[src/rtl/ein_pkg.sv]
// ---------------------------------------------------------------------------
// ein_pkg
// Shared definitions for the EIN transmit loader: the loader FSM state
// encoding, the byte width, and the host beat bundle.
// ---------------------------------------------------------------------------
package ein_pkg;

    localparam int EIN_BYTE_W = 8;

    // Loader FSM states. FILL collects a fragment, ARM launches it,
    // DRAIN waits for the transmitter to empty the FIFO, GUARD holds off
    // refill while the transmitter samples fifo_empty/fragment.
    typedef enum logic [1:0] {
        ST_FILL  = 2'd0,
        ST_ARM   = 2'd1,
        ST_DRAIN = 2'd2,
        ST_GUARD = 2'd3
    } ein_state_e;

    // One host beat as seen on the input stream.
    typedef struct packed {
        logic [EIN_BYTE_W-1:0] data;
        logic                  last;
        logic                  more;
    } ein_req_t;

endpackage

[src/rtl/ein_byte_fifo.sv]
// ---------------------------------------------------------------------------
// ein_byte_fifo
// First-word-fall-through byte FIFO. The head byte is a combinational read
// of memory at the read pointer and reads as zero while empty.
//
// Ports:
//   clk, resetn      clock, async active-low reset (pointers/count only)
//   clear            synchronous clear; wins over write and read
//   wr_en, wr_data   push request and byte
//   rd_en            pop request (ignored while empty)
//   rd_data          head byte, 0 when empty
//   empty, full      occupancy flags from the registered count
//   count_nxt        occupancy after the current edge
// ---------------------------------------------------------------------------
module ein_byte_fifo #(
    parameter int DEPTH      = 256,
    parameter int DEPTH_LOG2 = 8,
    parameter int W          = 8
) (
    input  logic                  clk,
    input  logic                  resetn,
    input  logic                  clear,
    input  logic                  wr_en,
    input  logic [W-1:0]          wr_data,
    input  logic                  rd_en,
    output logic [W-1:0]          rd_data,
    output logic                  empty,
    output logic                  full,
    output logic [DEPTH_LOG2:0]   count_nxt
);

    localparam logic [DEPTH_LOG2:0] FULL_CNT = (DEPTH_LOG2+1)'(DEPTH);

    logic [W-1:0]            mem [DEPTH];
    logic [DEPTH_LOG2-1:0]   wr_ptr;
    logic [DEPTH_LOG2-1:0]   rd_ptr;
    logic [DEPTH_LOG2:0]     count;
    logic                    do_wr;
    logic                    do_rd;

    assign empty = (count == '0);
    assign full  = (count == FULL_CNT);

    // A write into a full FIFO is allowed when the head leaves in the
    // same cycle; the freed slot is the one being written.
    assign do_rd = rd_en && !empty;
    assign do_wr = wr_en && (!full || do_rd);

    assign rd_data = empty ? '0 : mem[rd_ptr];

    always_comb begin
        count_nxt = count;
        if (clear)
            count_nxt = '0;
        else if (do_wr && !do_rd)
            count_nxt = count + 1'b1;
        else if (do_rd && !do_wr)
            count_nxt = count - 1'b1;
    end

    always_ff @(posedge clk or negedge resetn) begin
        if (!resetn) begin
            wr_ptr <= '0;
            rd_ptr <= '0;
            count  <= '0;
        end else begin
            count <= count_nxt;
            if (clear) begin
                wr_ptr <= '0;
                rd_ptr <= '0;
            end else begin
                if (do_wr) wr_ptr <= wr_ptr + 1'b1;
                if (do_rd) rd_ptr <= rd_ptr + 1'b1;
            end
        end
    end

    // Storage carries no reset; stale contents are masked by empty.
    always_ff @(posedge clk) begin
        if (do_wr && !clear)
            mem[wr_ptr] <= wr_data;
    end

endmodule

[src/rtl/ein_tx_loader.sv]
// ---------------------------------------------------------------------------
// ein_tx_loader
// Store-and-forward loader in front of the EIN serial transmitter. Buffers
// exactly one fragment, launches it with a one-cycle start_tx, waits for the
// transmitter to drain it, then holds off refill for GUARD cycles so the
// transmitter's end-of-data sampling never sees bytes of the next fragment.
//
// Ports:
//   clk, resetn                 clock, async active-low reset
//   in_data/in_valid/in_ready   host byte stream
//   in_last, in_more            end-of-fragment marker and "more follow"
//   flush                       synchronous clear of FIFO and FSM
//   fifo_din, fifo_RE           FWFT head byte and pop strobe
//   fifo_empty                  FIFO holds no bytes
//   fragment                    loaded/sent fragment is not last of frame
//   start_tx                    one-cycle launch pulse
//   tx_active                   high in ARM and DRAIN
//   overflow, underflow         sticky error flags (survive flush)
// ---------------------------------------------------------------------------
module ein_tx_loader
    import ein_pkg::*;
#(
    parameter int DEPTH      = 256,
    parameter int DEPTH_LOG2 = 8,
    parameter int GUARD      = 4
) (
    input  logic                  clk,
    input  logic                  resetn,
    input  logic [EIN_BYTE_W-1:0] in_data,
    input  logic                  in_valid,
    output logic                  in_ready,
    input  logic                  in_last,
    input  logic                  in_more,
    input  logic                  flush,
    output logic [EIN_BYTE_W-1:0] fifo_din,
    input  logic                  fifo_RE,
    output logic                  fifo_empty,
    output logic                  fragment,
    output logic                  start_tx,
    output logic                  tx_active,
    output logic                  overflow,
    output logic                  underflow
);

    localparam logic [DEPTH_LOG2:0] FULL_CNT = (DEPTH_LOG2+1)'(DEPTH);
    localparam int                  GW       = $clog2(GUARD);

    ein_state_e            state;
    logic [GW-1:0]         gcnt;
    ein_req_t              req;
    logic                  push;
    logic                  fifo_full;
    logic [DEPTH_LOG2:0]   cnt_nxt;

    assign req  = '{data: in_data, last: in_last, more: in_more};

    // in_ready is itself a register that is only high in FILL with room,
    // so the handshake has no combinational dependency on in_valid.
    assign push = in_valid && in_ready && !fifo_full;

    ein_byte_fifo #(
        .DEPTH      (DEPTH),
        .DEPTH_LOG2 (DEPTH_LOG2),
        .W          (EIN_BYTE_W)
    ) u_fifo (
        .clk        (clk),
        .resetn     (resetn),
        .clear      (flush),
        .wr_en      (push),
        .wr_data    (req.data),
        .rd_en      (fifo_RE),
        .rd_data    (fifo_din),
        .empty      (fifo_empty),
        .full       (fifo_full),
        .count_nxt  (cnt_nxt)
    );

    // All outputs are registered and updated alongside the state so that
    // they always reflect the state being entered.
    always_ff @(posedge clk or negedge resetn) begin
        if (!resetn) begin
            state     <= ST_FILL;
            gcnt      <= '0;
            in_ready  <= 1'b0;
            start_tx  <= 1'b0;
            tx_active <= 1'b0;
            fragment  <= 1'b0;
            overflow  <= 1'b0;
            underflow <= 1'b0;
        end else if (flush) begin
            state     <= ST_FILL;
            gcnt      <= '0;
            in_ready  <= 1'b1;
            start_tx  <= 1'b0;
            tx_active <= 1'b0;
            fragment  <= 1'b0;
        end else begin
            start_tx <= 1'b0;
            if (fifo_RE && fifo_empty)
                underflow <= 1'b1;

            case (state)
                ST_FILL: begin
                    // in_last wins when the last byte also fills the FIFO:
                    // that fragment fitted exactly and is not a split.
                    if (push && (req.last || cnt_nxt == FULL_CNT)) begin
                        fragment  <= req.last ? req.more : 1'b1;
                        if (!req.last)
                            overflow <= 1'b1;
                        state     <= ST_ARM;
                        start_tx  <= 1'b1;
                        tx_active <= 1'b1;
                        in_ready  <= 1'b0;
                    end else begin
                        in_ready <= (cnt_nxt < FULL_CNT);
                    end
                end
                ST_ARM: begin
                    state <= ST_DRAIN;
                end
                ST_DRAIN: begin
                    if (fifo_empty) begin
                        state     <= ST_GUARD;
                        tx_active <= 1'b0;
                        gcnt      <= '0;
                    end
                end
                ST_GUARD: begin
                    if (gcnt == GW'(GUARD-1)) begin
                        state    <= ST_FILL;
                        in_ready <= (cnt_nxt < FULL_CNT);
                    end else begin
                        gcnt <= gcnt + 1'b1;
                    end
                end
                default: begin
                    state <= ST_FILL;
                end
            endcase
        end
    end

endmodule

[config.mk]
export PLATFORM = sky130hd
export DESIGN_NAME = ein_tx_loader
export DESIGN_NICKNAME = d
export VERILOG_FILES = /design/src/rtl/ein_pkg.sv /design/src/rtl/ein_byte_fifo.sv /design/src/rtl/ein_tx_loader.sv
export SDC_FILE = /design/constraint.sdc
export NUM_CORES = 2
export LEC_CHECK = 0
export CAP_MARGIN = 25
export CORE_UTILIZATION = 57
export CTS_BUF_LIST = sky130_fd_sc_hd__clkbuf_16
export DETAILED_ROUTE_END_ITERATION = 12
export PLACE_DENSITY = 0.73
export SYNTH_ARGS = -nofsm -noshare
export SYNTH_HDL_FRONTEND = slang
export SYNTH_SLANG_ARGS = --single-unit
[constraint.sdc]
create_clock -name clk -period 3.65 [get_ports clk]
set_clock_uncertainty 0.2 [all_clocks]
set_input_delay 0.9125 -clock clk [delete_from_list [all_inputs] [get_ports clk]]
set_output_delay 0.9125 -clock clk [all_outputs]
set_load 0.05 [all_outputs]
# Word-level counts from Yosys, hierarchy flattened
# Memories as Yosys holds them, arrays and structs flattened.
# Index checks and enable logic that the tools add are counted.
[op_classes]
n_eq_ne = 10
n_lt_le_gt_ge = 1
n_mux = 34
add_sub_neg = 5
reduce_logical = 32
bitwise_logic = 2
[ops]
columns = ["cell", "n"]
rows = [
  ["$mux W8", 5],
  ["$mux W9", 3],
  ["$eq A9 B9 Y1 const B", 2],
  ["$add A8 B1 Y8 const B", 2],
  ["$mux W1", 15],
  ["$mux W2", 7],
  ["$ne A3 B3 Y1 const B", 4],
  ["$add A9 B1 Y9 const B", 1],
  ["$logic_and A1 B1 Y1", 9],
  ["$logic_not A9 Y1", 1],
  ["$lt A9 B9 Y1 const B", 1],
  ["$reduce_and A3 Y1", 3],
  ["$reduce_bool A3 Y1", 3],
  ["$sub A9 B1 Y9 const B", 1],
  ["$pmux W2 S4", 1],
  ["$reduce_bool A2 Y1", 4],
  ["$eq A2 B2 Y1 const B", 3],
  ["$reduce_and A2 Y1", 3],
  ["$logic_not A1 Y1", 5],
  ["$pmux W1 S2", 2],
  ["$pmux W2 S2", 1],
  ["$reduce_and A4 Y1", 1],
  ["$add A2 B1 Y2 const B", 1],
  ["$eq A2 B1 Y1 const B", 1],
  ["3 further kinds", 5],
]
[word_totals]
in_bits = 15
word_cells = 96
mem_count = 1
out_inout_bits = 15
ff_bits = 35
ram_bits = 2048
[mem_list]
columns = ["name", "depth", "width", "read_ports", "rd_clocked_by_memory_dff", "wr", "line", "source"]
rows = [
  ["u_fifo.mem", 256, 8, 1, 0, 1, "ein_byte_fifo.sv:34", "logic [W-1:0] mem [DEPTH];"],
]

# Logic depth before layout (Yosys ltp)
[logic_depth]
depth_word = 16
ltp_mapped = 13
depth_no_buf = 10

# By module
# From an unflattened synthesis, not the netlist that was laid out.
[hier_totals]
hier_cells = 3850
hier_area_um2 = 81320.5
[modules_own_cells]
columns = ["mod", "area_each_um2", "n_inst", "cells_each"]
rows = [
  ["ein_byte_fifo", 80668.6, 1, 3779],
  ["ein_tx_loader", 651.9, 1, 71],
]

# Least setup slack after synthesis
# Ideal clock, no wire load.
[synth_timing]
kind = "register -> output"
start = "register u_fifo.rd_ptr[2]"
end = "output port fifo_din[2]"
arrival_ns = 3.482
path_stages_with_launch = 13
t_required_ns = 2.538
slack_ns = -0.944
path_cell_list = "dfrtp_1 > inv_2 > buf_4 > buf_2 > buf_2 > buf_2 > clkbuf_1 > nand2_1 > nand3_1 > o2111ai_1 > o21ai_0 > a21oi_1 > o21ai_0"
[synth_via]
elab_chain_cells = 2
[synth_lines]
columns = ["element", "line", "source"]
rows = [
  ["start, declared", "ein_byte_fifo.sv:36", "logic [DEPTH_LOG2-1:0] rd_ptr;"],
  ["start signal, assigned", "ein_byte_fifo.sv:73", "if (do_rd) rd_ptr <= rd_ptr + 1'b1;"],
  ["$mem_v2 Z256 W8", "-", ""],
  ["$mux W8", "ein_byte_fifo.sv:49", "assign rd_data = empty ? '0 : mem[rd_ptr];"],
  ["end, declared", "ein_tx_loader.sv:35", "output logic [EIN_BYTE_W-1:0] fifo_din,"],
]
# No other way between the ends.

# Worst setup path in the final report
[layout_timing]
start = "register u_fifo.rd_ptr[0]"
end = "output port fifo_din[7]"
# Same word-level chain as after synthesis.

==> reports/metrics.yaml <==
worst_setup_path:
  critPathLaunch: "u_fifo.rd_ptr[0]$_DFFE_PN0P_"
  start_kind: "register"
  cp_slowest_cell: "mux4_2"
  crit_family: "multiplexers"
  path_cells: "buf_12 -> buf_16 -> buf_12 -> mux4_2 -> mux4_2 -> mux2i_2 -> buf_4 -> nor2_1 -> a31oi_2 -> buf_4 -> a21oi_1 -> o21ai_1 -> nand2_2 -> buf_6"
  crit_required_ps: 2540
  cpPeakStageDelay_ps: 530
  crit_cells: 14
  reg2reg_depth: 12
  rrSetupSlack_ps: 170
  crit_buf_inv: 6
  reg2reg_from: "u_fifo.count[0]$_DFF_PN0_"
  crit_fanout: 9
  cp.arrival_ps: 4290
  cp-endpoint: "fifo_din[7]"
  crit_type: "register to output port"
  crit_path_end_kind: "output port"
  r2r_end: "state[0]$_DFFE_PN0P_"
clock_network:
  h-tree-depth: 4
  root_buffer: "clkbuf_16"
  cts_tree: "built"
  clockBufferDepth: 3
  cts.clk_slew.worst_paths_ps: 60
  clkSinkCount: 2083
  clock_latency_ps: 830
  cts_buffers: 194
timing:
  hold_violations: 0
  setup_violations: 9
  timing.slew.headroom_pct: 38.27
  rsz0062_at_grt: "yes"
  fin_crit_ps: 5405
  setup_slack_ps: -1755
  tightest_slew_ps: 922.7
  max_freq_mhz: 185.0
  slew_violations: 0
  finalSetupTns_ps: -13320
  min_period_over_period_pct: 148.1
min_path:
  holdPathStages: 1
  min_path_type: "register to register"
floorplan:
  ioPinCount: 30
  start_util_pct: 57.47
  die_h_um: 379.8
  fp.dieW_um: 379.8
  rows: 138
  coreArea_sq_um: 141600
  dieArea_sq_um: 144300
route:
  routed_wl_um: 199900
  drc_errors: 0
  ant_nets: 0
  avgViaCountPerCell: 6.466
  drtIter0Drc: 5804
  dr_total_vias: 41534
  dr.pass1.iters: 6
  wl_per_cell_um: 31.12
synthesis:
  syn_area_sq_um: 81370
  synth-edff-count: 2048
  synthTopCellsByCount: "edfxtp_1, mux4_2, nor2_1, nand2_1, clkbuf_1"
  yosysMostFrequentCell: "edfxtp_1"
  synth_cell_type_count: 69
  synthArstFlopShare_pct: 1.680
  yosys-top-cells-area: "edfxtp_1, mux4_2, nor2_1, dfrtp_1, mux2i_1"
  ys.warnings.count: 0
  synth_nets: 3722
  synth_area_leader_cell: "edfxtp_1"
  ys_seq_area_share_pct: 76.66
  synthFlopType: "edfxtp_1"
  synth_cells: 3696
  ys_seq_elements: 2083
  syn_avg_cell_area_sq_um: 22.01
  synth_top_area_share_pct: 75.58
global_route:
  grt-ovfl-total: 0
  grt_pass1_vias: 42081
  busiest_layer: "met2"
  grt_pass1_wl_um: 289000
  antenna_found_initial: 3
  use_met2_pct: 44.53
  grt.total_usage_pct: 27.87
  grt_max_degree: 118
  use_met3_pct: 5.660
  met1_usage_pct: 38.74
outcome:
  outcome: "complete, but fails checks"
  violations: "setup timing"
layout:
  fillers: 8419
  nets: 4391
  fin_util_pct: 67.82
  fin_area_sq_um: 96030
  drive_above_1_share_pct: 36.10
  syn2layout_area_growth_pct: 18.02
placement:
  globalplace.congestion: 0.8717
  portBuffers: 29
  dp_hpwl_um: 120100
  placed_area_sq_um: 88730
pwr:
  peakVddDrop_v: 0.0008062
  power.density_nw_per_um2: 630.9
  leakagePower_nw: 31.02
run:
  max_cap_viol_count: 0
worst reg2reg max path, stage by stage (launching register included):
cell	delay (ps)
dfrtp_1	450
inv_1	140
ha_1	240
or3b_2	470
o31a_1	260
buf_4	160
buf_4	150
o31ai_2	190
xnor2_1	200
nor2_4	70
nor4bb_4	310
o21a_2	210
mux2_4	290
layer usage:
| metal | up-vias | share of wire, % | wire [um] |
|---|---|---|---|
| met5 | - | 0.023 | 46 |
| li1 | 16796 | - | - |
| met4 | 6 | 3.6 | 7135 |
| met3 | 432 | 9.6 | 19240 |
| met1 | 21860 | 37 | 74930 |
| met2 | 2440 | 49 | 98540 |
sequential cells by signal (all words and copies together), names as in the netlist:
register,cells
u_fifo.mem,2048
u_fifo.count,9
u_fifo.rd_ptr,8
u_fifo.wr_ptr,8
gcnt,2
state,2
fragment,1
in_ready,1
overflow,1
start_tx,1
tx_active,1
underflow,1
worst min path at each step:
stage	slack, ps	from	end
after floorplan	330	gcnt[1]$_DFFE_PN0P_	gcnt[1]$_DFFE_PN0P_
after global placement	250	underflow$_DFFE_PN0P_	underflow$_DFFE_PN0P_
after detailed placement	260	overflow$_DFFE_PN0P_	overflow$_DFFE_PN0P_
after CTS	270	underflow$_DFFE_PN0P_	underflow$_DFFE_PN0P_
after global routing	310	overflow$_DFFE_PN0P_	overflow$_DFFE_PN0P_
final	270	underflow$_DFFE_PN0P_	underflow$_DFFE_PN0P_
where the power goes:
group	internal [mW]	switching, mW	total (mW)
clock	11.4	8.64	20.0
combinational	7.22	6.86	14.1
sequential	26.4	0.151	26.5
total	44.9	15.6	60.6
cells in the final DEF (no fill, tap or decap), types with 5 or more instances in the layout:
cell             netlist  routed
edfxtp_1            2048    2048
mux4_2               610     610
buf_4                 26     557
nor2_1               344     343
clkbuf_16              0     204
nand2_1              116     103
buf_12                 0      66
clkinv_1               1      55
inv_1                  8      48
mux2i_1               51      46
clkinv_2               0      37
dfrtp_1               35      29
nand3_1               27      23
bufinv_16              0      22
buf_16                 0      19
o21ai_0               27      18
a32oi_1               16      16
buf_6                  9      16
o2111ai_1             14      14
a21oi_1               19      14
nand2_2                0      13
nor2b_1               15      12
and2_1                11      11
ha_1                  11      11
clkdlybuf4s50_1        0      11
a211oi_1              11      10
nand4_1                9       9
xnor2_1                8       8
inv_6                  0       8
clkbuf_8               0       8
a31oi_2                0       7
xor2_1                 7       7
a22oi_2                0       6
o21ai_4                0       6
o21ai_1                7       6
and3_1                 5       5
or3_1                  5       5
logic make-up after synthesis:
logic type	Yosys count	synth area share (%)
compound gates	136	1.175
xor+xnor	15	0.1615
fa+ha+maj	11	0.1692
buf+inv	228	1.333
flops	2083	76.66
mux	665	17.57
simple gates	558	2.929
through the flow:
step | hold WS (ps) | instances | total power [mW] | worst slack (ps)
final | 266.8 | 6423 | 60.59 | -1755
after global placement | 252.1 | 6017 | 39.60 | -1094
after detailed placement | 257.3 | 6017 | 39.76 | -1133
after global routing | 311.5 | 6422 | 62.26 | -1766
after floorplan | 331.3 | 3696 | 35.43 | -217.0
after CTS | 272.4 | 6400 | 60.36 | -1725
cell type report:
type | count | area, sq um | share of cell area, %
Antenna cell | 1 | 2.502 | 0.002606
Clock buffer | 198 | 4955 | 5.160
Clock inverter | 165 | 1338 | 1.393
Inverter | 10 | 45.04 | 0.04691
Multi-Input combinational cell | 1385 | 18190 | 18.94
Sequential cell | 2083 | 62390 | 64.97
Tap cell | 1890 | 2365 | 2.463
Timing Repair Buffer | 691 | 6745 | 7.024
timing repair:
item | CTS | global route
resized for setup | 47 | 29
pin swaps | 4 | 7
setup buffers | 9 | 16
cloned | 10 | 6
hold buffers | 1 | 0
endpoints found under the setup margin | 9 | 11
hold endpoints to repair | 14 | 0
Power figures use the tool's default switching activity.
